### src/rtl/synth_pkg.sv
// Shared synthesizer types: wave selection encoding and a wrap-around wave stepper.
package synth_pkg;

  typedef enum logic [1:0] {SQUARE, SAW, TRIANGLE, SINE} wave_t;

  localparam int unsigned NUM_WAVES = 4;

  // dir = 0 steps to the next wave, dir = 1 to the previous one, wrapping mod NUM_WAVES.
  function automatic wave_t step_wave(input wave_t base, input logic dir);
    logic [31:0] sum;
    sum = 32'(base) + (dir ? NUM_WAVES - 32'd1 : 32'd1);
    return wave_t'(2'(sum % NUM_WAVES));
  endfunction

endpackage

### src/rtl/key_edge_det.sv
// Single-cycle rising-edge pulse generator; history resets high so a key held
// through reset does not register as a press.
module key_edge_det (
  input  logic clk,
  input  logic n_rst,
  input  logic level,
  output logic pulse
);

  logic prev_q;

  always_ff @(posedge clk) begin
    if (!n_rst) begin
      prev_q <= 1'b1;
    end else begin
      prev_q <= level;
    end
  end

  assign pulse = level & ~prev_q;

endmodule

### src/rtl/wave_mode_ctrl.sv
// Click-free wave-type controller: key presses stage a wave change that commits on phase wrap.
// Optional forced commit for stalled oscillators when WAVE_MODE_TIMEOUT_EN is defined.
module wave_mode_ctrl
  import synth_pkg::*;
#(
  parameter int unsigned TIMEOUT_CYCLES = 4096
) (
  input  logic       clk,
  input  logic       n_rst,
  input  logic       mode_key,
  input  logic       dir,
  input  logic       phase_wrap,
  output logic [1:0] wave_sel,
  output logic       pending,
  output logic       changed
);

  typedef enum logic {StIdle, StPending} state_e;

  state_e state_q, state_d;
  wave_t  wave_q, wave_d;
  wave_t  target_q, target_d;
  logic   changed_q, changed_d;
  logic   press;
  logic   timeout;
  wave_t  stepped;

  key_edge_det u_key_edge (
    .clk   (clk),
    .n_rst (n_rst),
    .level (mode_key),
    .pulse (press)
  );

`ifdef WAVE_MODE_TIMEOUT_EN
  localparam int unsigned CntW = $clog2(TIMEOUT_CYCLES);

  logic [CntW-1:0] cnt_q, cnt_d;

  // Held at zero while idle so it reads 0 in the first pending cycle.
  always_comb begin
    cnt_d = '0;
    if (state_q == StPending) begin
      cnt_d = cnt_q + 1'b1;
    end
  end

  always_ff @(posedge clk) begin
    if (!n_rst) begin
      cnt_q <= '0;
    end else begin
      cnt_q <= cnt_d;
    end
  end

  assign timeout = (state_q == StPending) && (cnt_q == CntW'(TIMEOUT_CYCLES - 1));
`else
  logic unused_timeout_cfg;
  assign unused_timeout_cfg = ^TIMEOUT_CYCLES;
  assign timeout = 1'b0;
`endif

  always_comb begin
    state_d   = state_q;
    wave_d    = wave_q;
    target_d  = target_q;
    changed_d = 1'b0;
    stepped   = press ? step_wave(target_q, dir) : target_q;

    unique case (state_q)
      StIdle: begin
        if (press) begin
          target_d = step_wave(wave_q, dir);
          state_d  = StPending;
        end
      end
      StPending: begin
        target_d = stepped;
        // A press that walks the target back to the live wave cancels, even alongside a wrap.
        if (press && (stepped == wave_q)) begin
          state_d = StIdle;
        end else if (phase_wrap || timeout) begin
          wave_d    = stepped;
          changed_d = 1'b1;
          state_d   = StIdle;
        end
      end
      default: state_d = StIdle;
    endcase
  end

  always_ff @(posedge clk) begin
    if (!n_rst) begin
      state_q   <= StIdle;
      wave_q    <= SQUARE;
      target_q  <= SQUARE;
      changed_q <= 1'b0;
    end else begin
      state_q   <= state_d;
      wave_q    <= wave_d;
      target_q  <= target_d;
      changed_q <= changed_d;
    end
  end

  assign wave_sel = wave_q;
  assign pending  = (state_q == StPending);
  assign changed  = changed_q;

endmodule

### config.mk
export PLATFORM = sky130hd
export DESIGN_NAME = wave_mode_ctrl
export DESIGN_NICKNAME = d
export VERILOG_FILES = /design/src/rtl/synth_pkg.sv /design/src/rtl/key_edge_det.sv /design/src/rtl/wave_mode_ctrl.sv
export SDC_FILE = /design/constraint.sdc
export NUM_CORES = 1
export LEC_CHECK = 0
export ABC_AREA = 1
export CORE_AREA = 2 2 39 41
export DETAILED_ROUTE_END_ITERATION = 10
export DIE_AREA = 0 0 41 43
export PLACE_DENSITY_LB_ADDON = 0.08
export SLEW_MARGIN = 20
export SYNTH_ARGS = -nofsm -noshare
export SYNTH_HDL_FRONTEND = slang
export SYNTH_SLANG_ARGS = --single-unit
### constraint.sdc
create_clock -name clk -period 1.6 [get_ports clk]
set_input_delay 0.16 -clock clk [delete_from_list [all_inputs] [get_ports clk]]
set_output_delay 0.16 -clock clk [all_outputs]
set_load 0.05 [all_outputs]
== After elaboration in Yosys (flattened, before gate mapping) ==
Cells that the tools add are included.

* Register bits: 7
* Logic and storage cells: 26
* Bits of input ports: 5
* Output and inout bits: 4

* Multiplexer cells: 9
* $add $sub $neg: 2
* Equal/unequal tests: 2
* Reductions and logical operators: 3
* Bitwise operators: 5

{| class="wikitable"
|+ Operator list
! kind !! count
|-
| 2-to-1 mux 2 bit || 3
|-
| adder 2 bit || 2
|-
| 2-to-1 mux 1 bit || 4
|-
| NOT 1 bit || 4
|-
| one-hot mux 2 bit (2 select lines) || 1
|-
| AND reduction 3 bit || 1
|-
| OR reduction 3 bit || 1
|-
| == test 2 bit || 1
|-
| inequality test 2 bit (second input constant) || 1
|-
| one-hot mux 1 bit (2 select lines) || 1
|-
| bitwise AND 1 bit || 1
|-
| logical AND 1 bit || 1
|}

== Logic depth before layout (Yosys ltp) ==
* Depth in word-level cells: 7
* Depth in mapped cells: 10

== By module ==
A second synthesis with hierarchy kept.

* Cells, all modules: 54
* Area total of the unflattened synthesis: 374.1 µm²

{| class="wikitable"
|+ Modules (own cells, without submodules)
! module !! area each (µm²) !! instances !! cells each !! sequential area each (µm²)
|-
| wave_mode_ctrl || 340.3 || 1 || 50 || 120.1
|-
| key_edge_det || 33.8 || 1 || 4 || 20.0
|}

== Worst setup path after synthesis ==
Ideal clock, no wire load.

* Path kind: flip-flop to flip-flop
* Start: register wave_q[0], in the netlist wave_sel[0]
* End: register state_q, in the netlist pending
* Required time: 1,485 ps
* Buffers on the path: 0
* Data arrival time: 1,300 ps
* Setup slack: 184 ps
* Cell stages (with the launch flop): 6
* Cell sequence: dfxtp_1 > o21ai_0 > a21oi_1 > nand3_2 > o21ai_0 > inv_1

* Cells in the longest elaborated chain, start to end: 4

{| class="wikitable"
|+ Ends and longest elaborated chain
! item !! line !! text
|-
| from (decl) || wave_mode_ctrl.sv:21 || <nowiki>wave_t wave_q, wave_d;</nowiki>
|-
| from (signal assigned) || wave_mode_ctrl.sv:100 || <nowiki>wave_q <= wave_d;</nowiki>
|-
| == test 2 bit || wave_mode_ctrl.sv:80 || <nowiki>if (press && (stepped == wave_q)) begin</nowiki>
|-
| logical AND 1 bit || wave_mode_ctrl.sv:80 ||
|-
| 2-to-1 mux 1 bit || wave_mode_ctrl.sv:80 ||
|-
| one-hot mux 1 bit (2 select lines) || wave_mode_ctrl.sv:70 || <nowiki>unique case (state_q)</nowiki>
|-
| to (signal assigned) || wave_mode_ctrl.sv:94 || <nowiki>state_q <= StIdle;</nowiki>
|-
| to (signal assigned) || wave_mode_ctrl.sv:99 || <nowiki>state_q <= state_d;</nowiki>
|-
| to (decl) || wave_mode_ctrl.sv:20 || <nowiki>state_e state_q, state_d;</nowiki>
|}

Every way passes these cells.
A chain may end at the register's enable or synchronous reset.

== Worst setup path in the final report ==
* Start: input port mode_key
* End: register state_q, in the netlist pending

* Cells in the longest elaborated chain, start to end: 6

{| class="wikitable"
|+ Ends and longest elaborated chain
! item !! line !! text
|-
| from (decl) || wave_mode_ctrl.sv:10 || <nowiki>input logic mode_key,</nowiki>
|-
| bitwise AND 1 bit * || key_edge_det.sv:20 || <nowiki>assign pulse = level & ~prev_q;</nowiki>
|-
| 2-to-1 mux 2 bit || wave_mode_ctrl.sv:68 || <nowiki>stepped = press ? step_wave(target_q, dir) : target_q;</nowiki>
|-
| == test 2 bit || wave_mode_ctrl.sv:80 ||
|-
| logical AND 1 bit || wave_mode_ctrl.sv:80 ||
|-
| 2-to-1 mux 1 bit || wave_mode_ctrl.sv:80 ||
|-
| one-hot mux 1 bit (2 select lines) * || wave_mode_ctrl.sv:70 ||
|}

Mark *: on every way between the ends. The rest lies on a longest branch, timed or not.

==> impl_metrics.py <==
metrics = {
    "run_status": {
        "outcome": "completed",
    },
    "yosys": {
        "ys_seq_elements": 7,
        "synth_flop_cell": "dfxtp_1",
        "avgSynthCellArea_sq_um": 7.10,
        "yosys-top-cells-area": "dfxtp_1 34%, inv_1 8.2%, nand2_1 8.2%, a21oi_1 7.3%, nand3_2 7.3%",
        "synth_cell_types": 15,
        "yosysWarnings": 0,
        "synthXorXnorAreaFrac": 0.0638,
        "synthMuxAreaShare": 0,
        "synthArstFlopShare": 0,
        "synth_fa_ha_area_frac": 0,
        "yosysSeqAreaShare": 0.340,
        "synth_compound_area_frac": 0.134,
        "synth_top_area_cell": "dfxtp_1",
        "netlist_area_sq_um": 412,
        "synth_top_family_by_area": "simple AND/OR/NAND/NOR gates",
        "synthSimpleGateAreaFrac": 0.362,
        "ys_top_cells_by_count": "9 x inv_1, 9 x nand2_1, 7 x dfxtp_1",
        "syn_inst": 58,
        "synth_nets": 63,
        "synth_edf_count": 0,
        "yosys.area.top_type_share": 0.340,
    },
    "grt": {
        "grt.busiest_layer": "met2",
        "grt_pass1_wl_um": 1500,
        "grtUsageMet2": 0.175,
        "antenna_found_initial": 0,
        "first_global_vias": 361,
        "met1_usage": 0.165,
        "grt_max_degree": 8,
        "use_met3": 0.0471,
        "grt_overflow_total": 0,
        "track_usage": 0.135,
    },
    "timing": {
        "setup_violations": 0,
        "rsz0062_at_grt": "no",
        "period_needed_ps": 1310,
        "whs_ps": 547,
        "fin_crit_sh": 0.817,
        "worst_pin_slew_ps": 253,
        "skew_ps": 0.431,
        "clock.fmax_mhz": 765,
        "maxSlewViolCount": 0,
        "final.setup.tns_ps": 0,
        "finalHoldViolCount": 0,
        "relSlewSlack": 0.831,
    },
    "floorplanning": {
        "core_sq_um": 1380,
        "dieWidth_um": 41,
        "rows": 14,
        "die_h_um": 43,
        "start_util": 0.297,
        "dieArea_sq_um": 1760,
        "io_pins": 9,
    },
    "detailed_routing": {
        "drtIter0Drc": 7,
        "drtPass1Iterations": 4,
        "via_count": 395,
        "ant_nets": 0,
        "drc": 0,
        "viasPerCell": 4.44,
        "drt-wirelength-per-cell_um": 9.82,
        "wirelength_um": 874,
    },
    "critical_path": {
        "critPathTopFamily": "buffers and inverters",
        "rr_startpoint": "target_q[0]$_SDFFE_PN0P_",
        "cpMaxStageDelayCell": "clkdlybuf4s50_1",
        "crit_path_end_kind": "register",
        "cp.required_ps": 1750,
        "cp-start-kind": "primary input",
        "crit_type": "in -> reg",
        "crit_path_start": "mode_key",
        "critical_path_arrival_ps": 1450,
        "path_buf_inv": 3,
        "critPathMaxFanout": 4,
        "worstPathCellList": "clkdlybuf4s50_1 -> inv_1 -> nor2_8 -> nand3_1 -> nand2_2 -> nand2_2 -> nand2_2 -> nand3_2 -> o21ai_0 -> inv_1",
        "cpPeakStageDelay_ps": 470,
        "crit_path_frequent_cell": "nand2_2",
    },
    "place": {
        "gp_congestion": 0.693,
        "port-buffer-count": 8,
        "place_hpwl_um": 686,
    },
    "cells_and_area": {
        "final_util": 0.398,
        "nNetsFinal": 79,
        "drive_gt1_frac": 0.288,
        "diodes": 0,
        "syn_to_final_growth_pct": 33.7,
    },
    "clock_network": {
        "post_cts_buffers": 0,
        "cts_inserted_buffers": 3,
        "cts_buffer_depth": 2,
        "hold_buffers": 0,
        "clock_latency_ps": 250,
        "clk_pin_slew_ps": 50,
        "cts-resized-gates": 0,
        "cts.sinks": 7,
        "htree_levels": 1,
        "root_buffer": "clkbuf_4",
        "cts_tree": "done",
    },
    "power": {
        "power.switching_uw": 131,
        "swShare": 0.292,
        "combPwrFrac": 0.200,
        "power_per_cell_area_nw_per_um2": 815,
        "vdd_drop_max_v": 0.000539,
        "internal_power_uw": 317,
        "seq_power_share": 0.437,
        "p_leak_uw": 0.000264,
        "power_frac_clock": 0.363,
    },
    "run": {
        "cap_viol_max_count": 0,
    },
    "hold_path": {
        "worstHoldStart": "n_rst",
        "hp-class": "in -> reg",
    },
}
flip-flops by register name, indices dropped and copies added, names as in the netlist:
| signal | count |
|---|---|
| target_q | 2 |
| wave_sel | 2 |
| changed | 1 |
| u_key_edge.prev_q | 1 |
| pending | 1 |
path summary, 6_finish.rpt:
kind	slack, ps	to	depth (start not counted)
max	290	pending$_SDFF_PN0_	10
min reg2reg	570	target_q[1]$_SDFFE_PN0P_	2
min	550	changed$_SDFF_PP0_	3
max reg2reg	320	pending$_SDFF_PN0_	9
stage by stage:
step	cell area, sq um	setup WS (ps)	cells	power [uW]
after floorplan	412	184	58	257
after global placement	524	-14.2	85	291
after detailed placement	524	16.1	85	290
after CTS	551	278	89	457
after global routing	551	141	89	478
final	551	293	89	449
cell families after synthesis:
| logic type | Yosys count |
|---|---|
| and+or+nand+nor | 26 |
| DFF | 7 |
| xor gates and xnor gates | 3 |
| AOI/OAI and AO/OA | 11 |
| buffers and inverters | 11 |
worst register-to-register path, cell delays in order, from the launching register on:
cell     delay [ps]
dfxtp_1         460
inv_2            60
nand2_1          60
nand3_1          90
nand2_2          90
nand2_2          70
nand2_2          60
nand3_2          90
o21ai_0         160
inv_1            50
routing by layer:
layer / up-vias / routed length, um / part of all wire
li1: 212 / - / -
met1: 174 / 433 / 0.50
met2: 5 / 376 / 0.43
met3: 4 / 29 / 0.033
met4: 0 / 34 / 0.039
met5: - / 0 / 0
cells in the final DEF, fill, tap and decap left out, types with 2 or more instances in the layout:
master           count
inv_1                9
nand2_1              9
dfxtp_1              7
buf_4                7
a21oi_1              6
nor2_1               5
o21ai_0              5
nand2_2              4
clkdlybuf4s50_1      4
nand3_2              3
clkbuf_4             3
inv_2                2
nand3_1              2
xnor2_1              2
final cells by class:
cell class              count  area [sq um]
clock buffers               4          26.3
fillers                   149           833
inverters                  11          41.3
multi-input cells          40           230
flip-flops and latches      7           140
well taps                  16          20.0
repair buffers             11          92.6
power groups by stage:
stage	clock network (uW)	logic, uW	registers, uW
CTS	170	90.7	196
global route	180	100	197
floorplan	0	46.0	211
finish	163	89.8	196
global placement	0	90.7	200
detailed placement	0	90.2	200
No activity file was read; power rests on OpenSTA's default activity.
